===== src/rtl/mips_pkg.sv =====
// Shared MIPS pipeline definitions: datapath width, fetch FSM states,
// reset PC default and the IF/ID register payload.
package mips_pkg;

  localparam int XLEN = 32;

  localparam logic [XLEN-1:0] RESET_PC_DEFAULT = 32'h0000_0000;
  localparam logic [XLEN-1:0] NOP              = 32'h0000_0000;

  typedef enum logic [1:0] {
    IDLE    = 2'd0,
    FETCH   = 2'd1,
    HOLD    = 2'd2,
    DISCARD = 2'd3
  } if_state_e;

  typedef struct packed {
    logic            valid;
    logic [XLEN-1:0] pc;
    logic [XLEN-1:0] pc4;
    logic [XLEN-1:0] instr;
  } ifid_t;

  // Word-aligns a target address by clearing its byte-offset bits.
  function automatic logic [XLEN-1:0] word_align(input logic [XLEN-1:0] addr);
    return {addr[XLEN-1:2], 2'b00};
  endfunction

endpackage


===== src/rtl/if_stage_if.sv =====
// Instruction-memory request/response bundle between the fetch stage
// (master) and the instruction memory (slave).
interface if_stage_if;

  logic        imem_req_o;
  logic [31:0] imem_addr_o;
  logic        imem_ready_i;
  logic [31:0] imem_rdata_i;

  modport master (
    output imem_req_o,
    output imem_addr_o,
    input  imem_ready_i,
    input  imem_rdata_i
  );

  modport slave (
    input  imem_req_o,
    input  imem_addr_o,
    output imem_ready_i,
    output imem_rdata_i
  );

endinterface


===== src/rtl/if_id_reg.sv =====
// IF/ID pipeline register. Priority: flush (clear valid) > load > hold;
// with no control asserted it inserts a bubble (valid cleared, fields kept).
module if_id_reg
  import mips_pkg::*;
(
  input  logic  clk,
  input  logic  reset,
  input  logic  load_i,
  input  logic  flush_i,
  input  logic  hold_i,
  input  ifid_t data_i,
  output ifid_t q_o
);

  ifid_t ifid_q;
  ifid_t ifid_d;

  always_comb begin
    ifid_d = ifid_q;
    if (flush_i) begin
      ifid_d.valid = 1'b0;
    end else if (load_i) begin
      ifid_d = data_i;
    end else if (!hold_i) begin
      ifid_d.valid = 1'b0;
    end
  end

  // NOTE: state flops use non-blocking (<=) so every register samples its
  // inputs as they were before the edge; blocking here would create
  // order-dependent simulation and sim/synth mismatches.
  always_ff @(posedge clk or negedge reset) begin
    if (!reset) begin
      ifid_q <= '{valid: 1'b0, pc: '0, pc4: '0, instr: NOP};
    end else begin
      ifid_q <= ifid_d;
    end
  end

  assign q_o = ifid_q;

endmodule


===== src/rtl/if_stage.sv =====
// Instruction fetch stage: PC, fetch FSM, one-entry skid buffer and IF/ID.
// Optional fetch counter output enabled by defining IF_FETCH_CNT_EN.
module if_stage
  import mips_pkg::*;
#(
  parameter logic [XLEN-1:0] RESET_PC = RESET_PC_DEFAULT
) (
  input  logic            clk,
  input  logic            reset,
  input  logic            stall_i,
  input  logic            redirect_i,
  input  logic [XLEN-1:0] redirect_pc_i,
  if_stage_if.master      imem,
  output logic            ifid_valid_o,
  output logic [XLEN-1:0] ifid_pc_o,
  output logic [XLEN-1:0] ifid_pc4_o,
  output logic [XLEN-1:0] ifid_instr_o
`ifdef IF_FETCH_CNT_EN
  ,
  output logic [XLEN-1:0] fetch_count_o
`endif
);

  if_state_e       state_q, state_d;
  logic [XLEN-1:0] pc_q, pc_d;
  logic [XLEN-1:0] req_addr_q, req_addr_d;
  logic [XLEN-1:0] skid_q, skid_d;
  logic            skid_valid_q, skid_valid_d;

  logic            ifid_load;
  logic            ifid_flush;
  logic            ifid_hold;
  ifid_t           ifid_in;
  ifid_t           ifid_out;

  logic            imem_req;
  logic [XLEN-1:0] imem_addr;
  logic [XLEN-1:0] pc_plus4;
  logic [XLEN-1:0] redirect_target;
  logic            unused_redirect_lsbs;

  assign pc_plus4             = pc_q + 32'd4;
  assign redirect_target      = word_align(redirect_pc_i);
  assign unused_redirect_lsbs = ^redirect_pc_i[1:0];

  // NOTE: every signal written below gets a default first, so no path
  // through the case leaves a value unassigned and no latch is inferred.
  always_comb begin
    state_d      = state_q;
    pc_d         = pc_q;
    req_addr_d   = req_addr_q;
    skid_d       = skid_q;
    skid_valid_d = skid_valid_q;
    ifid_load    = 1'b0;
    ifid_flush   = 1'b0;
    ifid_hold    = 1'b0;
    ifid_in      = '{valid: 1'b1, pc: pc_q, pc4: pc_plus4, instr: imem.imem_rdata_i};
    imem_req     = 1'b0;
    imem_addr    = pc_q;

    case (state_q)
      IDLE: begin
        ifid_flush = 1'b1;
        state_d    = FETCH;
        if (redirect_i) begin
          pc_d = redirect_target;
        end
      end

      FETCH: begin
        imem_req = 1'b1;
        if (redirect_i) begin
          pc_d         = redirect_target;
          ifid_flush   = 1'b1;
          skid_valid_d = 1'b0;
          if (!imem.imem_ready_i) begin
            // The memory still owes a word for the old PC; wait it out.
            state_d    = DISCARD;
            req_addr_d = pc_q;
          end
        end else if (imem.imem_ready_i && !stall_i) begin
          ifid_load = 1'b1;
          pc_d      = pc_plus4;
        end else if (imem.imem_ready_i) begin
          skid_d       = imem.imem_rdata_i;
          skid_valid_d = 1'b1;
          ifid_hold    = 1'b1;
          state_d      = HOLD;
        end else if (stall_i) begin
          ifid_hold = 1'b1;
        end
      end

      HOLD: begin
        if (redirect_i) begin
          pc_d         = redirect_target;
          ifid_flush   = 1'b1;
          skid_valid_d = 1'b0;
          state_d      = FETCH;
        end else if (!stall_i && skid_valid_q) begin
          ifid_in.instr = skid_q;
          ifid_load     = 1'b1;
          pc_d          = pc_plus4;
          skid_valid_d  = 1'b0;
          state_d       = FETCH;
        end else begin
          ifid_hold = 1'b1;
        end
      end

      DISCARD: begin
        imem_req   = 1'b1;
        imem_addr  = req_addr_q;
        ifid_flush = 1'b1;
        if (redirect_i) begin
          pc_d = redirect_target;
        end
        if (imem.imem_ready_i) begin
          state_d = FETCH;
        end
      end

      default: begin
        state_d = IDLE;
      end
    endcase
  end

  // NOTE: the skid buffer is a single register, not a memory array, so it
  // is cheap to reset and gets a defined NOP value alongside its valid bit.
  always_ff @(posedge clk or negedge reset) begin
    if (!reset) begin
      state_q      <= IDLE;
      pc_q         <= RESET_PC;
      req_addr_q   <= RESET_PC;
      skid_q       <= NOP;
      skid_valid_q <= 1'b0;
    end else begin
      state_q      <= state_d;
      pc_q         <= pc_d;
      req_addr_q   <= req_addr_d;
      skid_q       <= skid_d;
      skid_valid_q <= skid_valid_d;
    end
  end

  if_id_reg u_if_id_reg (
    .clk     (clk),
    .reset   (reset),
    .load_i  (ifid_load),
    .flush_i (ifid_flush),
    .hold_i  (ifid_hold),
    .data_i  (ifid_in),
    .q_o     (ifid_out)
  );

  assign imem.imem_req_o  = imem_req;
  assign imem.imem_addr_o = imem_addr;

  assign ifid_valid_o = ifid_out.valid;
  assign ifid_pc_o    = ifid_out.pc;
  assign ifid_pc4_o   = ifid_out.pc4;
  assign ifid_instr_o = ifid_out.instr;

`ifdef IF_FETCH_CNT_EN
  logic [XLEN-1:0] fetch_count_q, fetch_count_d;

  assign fetch_count_d = ifid_load ? fetch_count_q + 32'd1 : fetch_count_q;

  always_ff @(posedge clk or negedge reset) begin
    if (!reset) begin
      fetch_count_q <= '0;
    end else begin
      fetch_count_q <= fetch_count_d;
    end
  end

  assign fetch_count_o = fetch_count_q;
`endif

endmodule


===== src/flat_wrapper.sv =====
// flat-port wrapper written by rule: the top's interface ports become plain ports
module if_stage_flat import mips_pkg::*;
#(
  parameter logic [XLEN-1:0] RESET_PC = RESET_PC_DEFAULT
)
  (clk, reset, stall_i, redirect_i, redirect_pc_i, ifid_valid_o, ifid_pc_o, ifid_pc4_o, ifid_instr_o, imem_imem_req_o, imem_imem_addr_o, imem_imem_ready_i, imem_imem_rdata_i);
  if_stage_if imem_i ();
  input  logic clk;
  input  logic reset;
  input  logic stall_i;
  input  logic redirect_i;
  input  logic [XLEN-1:0] redirect_pc_i;
  output logic ifid_valid_o;
  output logic [XLEN-1:0] ifid_pc_o;
  output logic [XLEN-1:0] ifid_pc4_o;
  output logic [XLEN-1:0] ifid_instr_o;
  output wire logic [$bits(imem_i.imem_req_o)-1:0] imem_imem_req_o;
  output wire logic [$bits(imem_i.imem_addr_o)-1:0] imem_imem_addr_o;
  input wire logic [$bits(imem_i.imem_ready_i)-1:0] imem_imem_ready_i;
  input wire logic [$bits(imem_i.imem_rdata_i)-1:0] imem_imem_rdata_i;
  assign imem_imem_req_o = imem_i.imem_req_o;
  assign imem_imem_addr_o = imem_i.imem_addr_o;
  assign imem_i.imem_ready_i = imem_imem_ready_i;
  assign imem_i.imem_rdata_i = imem_imem_rdata_i;
  if_stage #(.RESET_PC(RESET_PC)) u_core (.clk(clk), .reset(reset), .stall_i(stall_i), .redirect_i(redirect_i), .redirect_pc_i(redirect_pc_i), .imem(imem_i), .ifid_valid_o(ifid_valid_o), .ifid_pc_o(ifid_pc_o), .ifid_pc4_o(ifid_pc4_o), .ifid_instr_o(ifid_instr_o));
endmodule

===== config.mk =====
export PLATFORM = sky130hd
export DESIGN_NAME = if_stage_flat
export DESIGN_NICKNAME = d
export VERILOG_FILES = /design/src/rtl/mips_pkg.sv /design/src/rtl/if_stage_if.sv /design/src/rtl/if_id_reg.sv /design/src/rtl/if_stage.sv /design/src/flat_wrapper.sv
export SDC_FILE = /design/constraint.sdc
export NUM_CORES = 1
export LEC_CHECK = 0
export CORE_MARGIN = 2
export CORE_UTILIZATION = 40
export DETAILED_ROUTE_END_ITERATION = 7
export PLACE_DENSITY = 0.66
export SYNTH_ARGS = -nofsm -noshare
export SYNTH_HDL_FRONTEND = slang
export SYNTH_SLANG_ARGS = --single-unit

===== constraint.sdc =====
create_clock -name clk -period 4.12 [get_ports clk]
set_clock_uncertainty 0.05 [all_clocks]
set_input_delay 0.618 -clock clk [delete_from_list [all_inputs] [get_ports clk]]
set_output_delay 0.618 -clock clk [all_outputs]
set_load 0.01 [all_outputs]

==> results.md <==
- Reg-to-Reg End: u_core.u_if_id_reg.q_o[88]$_DFFE_PN0P_
- Post-synth ARST share: 100.0%
- Setup crit end kind: output port
- Chip Width: 153.0 um
- Final hold violations: 0
- Cell variety after synth: 52
- Latest clock arrival within the worst-skew pair: between 400 and 500 ps
- Initial antenna violation count: 0
- Max-cap viol count: 0
- Root Buffer: clkbuf_16
- CP Data Required Time: 3450 ps
- CTS Hold Buffers Added: 0
- Clock Sink Count: between 150 and 200
- Final setup viols: 0
- Clock Pin Slew Worst Setup and Hold Paths: 70 ps
- Worst Reg2Reg Path Length in Cells: 6
- Dpl cells: approximately 1200
- Crit path cell chain: ha_2, mux2_2, clkdlybuf4s50_1
- Antenna cells: 0
- Slew Limit Headroom: a little over a third
- Most used DFF post-synth: dfrtp_1
- Worst Max-Slew Pin Slew: approximately 960 ps
- VDD IR max: approximately 0.41 mV
- CTS HTree Levels: 4
- FF+latch count, synth: between 150 and 200
- Dpl hpwl: 14.48 mm
- Top-area cell type share of the netlist area: a little over half
- Port Buffer Count: 190
- Per-cell routed wire length: between 15 and 20 um
- Seq. cell area: 4705 um^2
- Non-Filler Instances: ~1300
- Period utilization: 79.28%
- Type of origin of the critical path: register
- Area leader, netlist: dfrtp_1
- Gr ovfl total: 0
- Class of the most critical setup path: register to output port
- Syn Area/Cell: between 10 and 15 um^2
- CP max-delay cell: ha_2
- Final worst slack: between 800 and 900 ps
- Place WS: between 800 and 900 ps
- Maximum fanout along the worst path: 34
- Setup TNS: 0 ps
- Vias: roughly 6600
- EDFF count, synth: 0
- Most common cell after layout, fill and taps aside: clkdlybuf4s50_1
- Die H: approximately 150 um
- Commonest non-fill, non-tap cells in the layout: clkdlybuf4s50_1, dfrtp_1, mux2_2
- Outcome: finished clean
- Post CTS Setup Buffer Count: 0
- CTS tree: done
- DRT iter0 DRCs: 389
- Fraction of layout cells with a size suffix above 1: ~17%
- Nets@finish: 1034
- Fin crit period: 3266 ps
- P_leak: ~0.0047 uW
- Synth-to-Final Area Change: 30.07%
- Crit path DAT: roughly 2600 ps
- RSZ-0062 raised after global routing: false
- Die ar.: about 23000 um^2
- I/O pin cnt: roughly 200
- Starting density of the core: 40.68%
- Area of the multi-input gates: 3862 um^2
- TritonRoute pass-1 iters: 6
- R2r startpoint: u_core.state_q[0]$_DFFE_PN0P_
- R2r setup slk: around 1300 ps
- FP Rows: between 50 and 60
- Ys Warns: 0
- Critical Path Max Stage Delay: around 810 ps
- Gate Count Post-Synth: about 810
- Fill count: 1976
- Min-delay worst type: input port to async pin
- Global-route usage over all layers: about a fifth
- Power Total: about 9000 uW
- Vias per cell: approximately 5.2
- Gates resized, CTS repair: 0
- Seq/Total Area, Yosys: 52.99%
- Power Dens Cells: 777.1 nW/um^2
- Core Box Area: around 22000 um^2
- Mapped Area: 8879 um^2
- Synth top area cells: dfrtp_1, mux2_2, o21ai_0, nand2_1, mux2i_1
- Max frequency: 306.2 MHz
- Pin count of the biggest net entering global routing: approximately 110
- Vias in the first global route: around 6500
- Final Wtd Congestion: 0.7787
- Num CTS Buffers: 17
- DR DRC count: 0
- Total wire length: roughly 22 mm
- First-pass GRT wire length: roughly 35 mm
- Max-slew violation count: 0
- Clock Path Buffers: 2
- Number of routed nets with antenna violations: 0
[area by class of cell]
type | count | share of cell area (%)
Sequential cell | 188 | 40.74
Multi-Input combinational cell | 543 | 33.45
Timing Repair Buffer | 203 | 17.35
Clock buffer | 19 | 3.749
Tap cell | 280 | 3.034
Clock inverter | 13 | 1.430
Inverter | 8 | 0.2600
[Yosys cell counts, types with 2 or more instances]
cell       count
buf_4          6
inv_1          8
nand3_1       15
mux2_1         2
a21o_1         2
a31o_2         2
o21ai_0       84
and3_1         6
o31ai_1        3
o22ai_1       13
xor2_1        16
and4_1         6
a221oi_1       2
nand3b_1       2
or4_1          3
dfrtp_1      188
buf_1          9
mux2_2       112
clkbuf_1      44
a2bb2oi_1     12
and2_1         3
o21a_1         2
nor2_1        14
mux2i_1       32
or3_1          2
a31oi_1        4
nand2b_1       5
nor3_1         8
a21oi_1       28
nand2_1      109
nand4_1        6
a211o_1        2
o22a_1         3
buf_2         16
a22oi_1        5
nor2b_1        2
or2_2          3
ha_1           4
xnor2_1       13
[cell families (layout without fill, tap and decap cells)]
logic type,after synthesis,in the layout,share of synthesized area (%)
AO/OA/AOI/OAI,167,167,11.08
XOR/XNOR,29,29,2.861
adder cells (fa/ha/maj),4,4,0.5637
buffers and inverters,83,243,3.988
flip-flops,188,188,52.99
multiplexers,146,146,18.07
other,1,6,0.04224
AND/OR/NAND/NOR,191,191,10.41
[where the power goes]
group / switching (uW) / internal (uW)
clock: 753 / 962
combinational: 1650 / 2190
sequential: 710 / 2700
[sequential cells by signal, indices dropped and copies added, names as in the netlist]
signal	cells
u_core.req_addr_q	30
u_core.pc_q	30
u_core.skid_q	32
u_core.state_q	2
u_core.skid_valid_q	1
u_core.u_if_id_reg.q_o	93
[how the worst max path moves through the flow]
stage                                       start                                endpoint  slack, ps
global placement                imem_imem_ready_i  u_core.u_if_id_reg.q_o[92]$_DFFE_PN0P_        890
global route        u_core.state_q[0]$_DFFE_PN0P_                    imem_imem_addr_o[28]        730
floorplan                              redirect_i  u_core.u_if_id_reg.q_o[40]$_DFFE_PN0P_       1670
CTS                 u_core.state_q[0]$_DFFE_PN0P_                    imem_imem_addr_o[28]        790
detailed placement              imem_imem_ready_i  u_core.u_if_id_reg.q_o[92]$_DFFE_PN0P_        880
finish              u_core.state_q[0]$_DFFE_PN0P_                    imem_imem_addr_o[29]        850
[worst max-delay path: cells and delay by family, from the launching register on]
kind,cells,cell delay [ps]
multiplexers,1,420
buffers and inverters,1,530
flip-flops,1,410
adder cells (fa/ha/maj),1,810
[per-stage QoR]
step | area [um^2] | utilization (%) | hold slack [ps]
final | 11550 | 52.92 | 253.2
after global routing | 11550 | 52.92 | 326.3
after CTS | 11550 | 52.92 | 288.9
after detailed placement | 10950 | 50.18 | 419.2
after global placement | 10950 | 50.18 | 410.2
after floorplan | 8897 | - | 272.4
[routing by layer]
layer	routed length (um)	global-route usage (%)	part of all wire [%]	vias to the layer above
li1	-	-	-	3147
met1	10440	25.47	48	3203
met2	9609	29.45	44	181
met3	1447	5.529	6.6	21
met4	278	4.850	1.3	0
met5	0	0	0	-
Power figures use the tool's default switching activity.
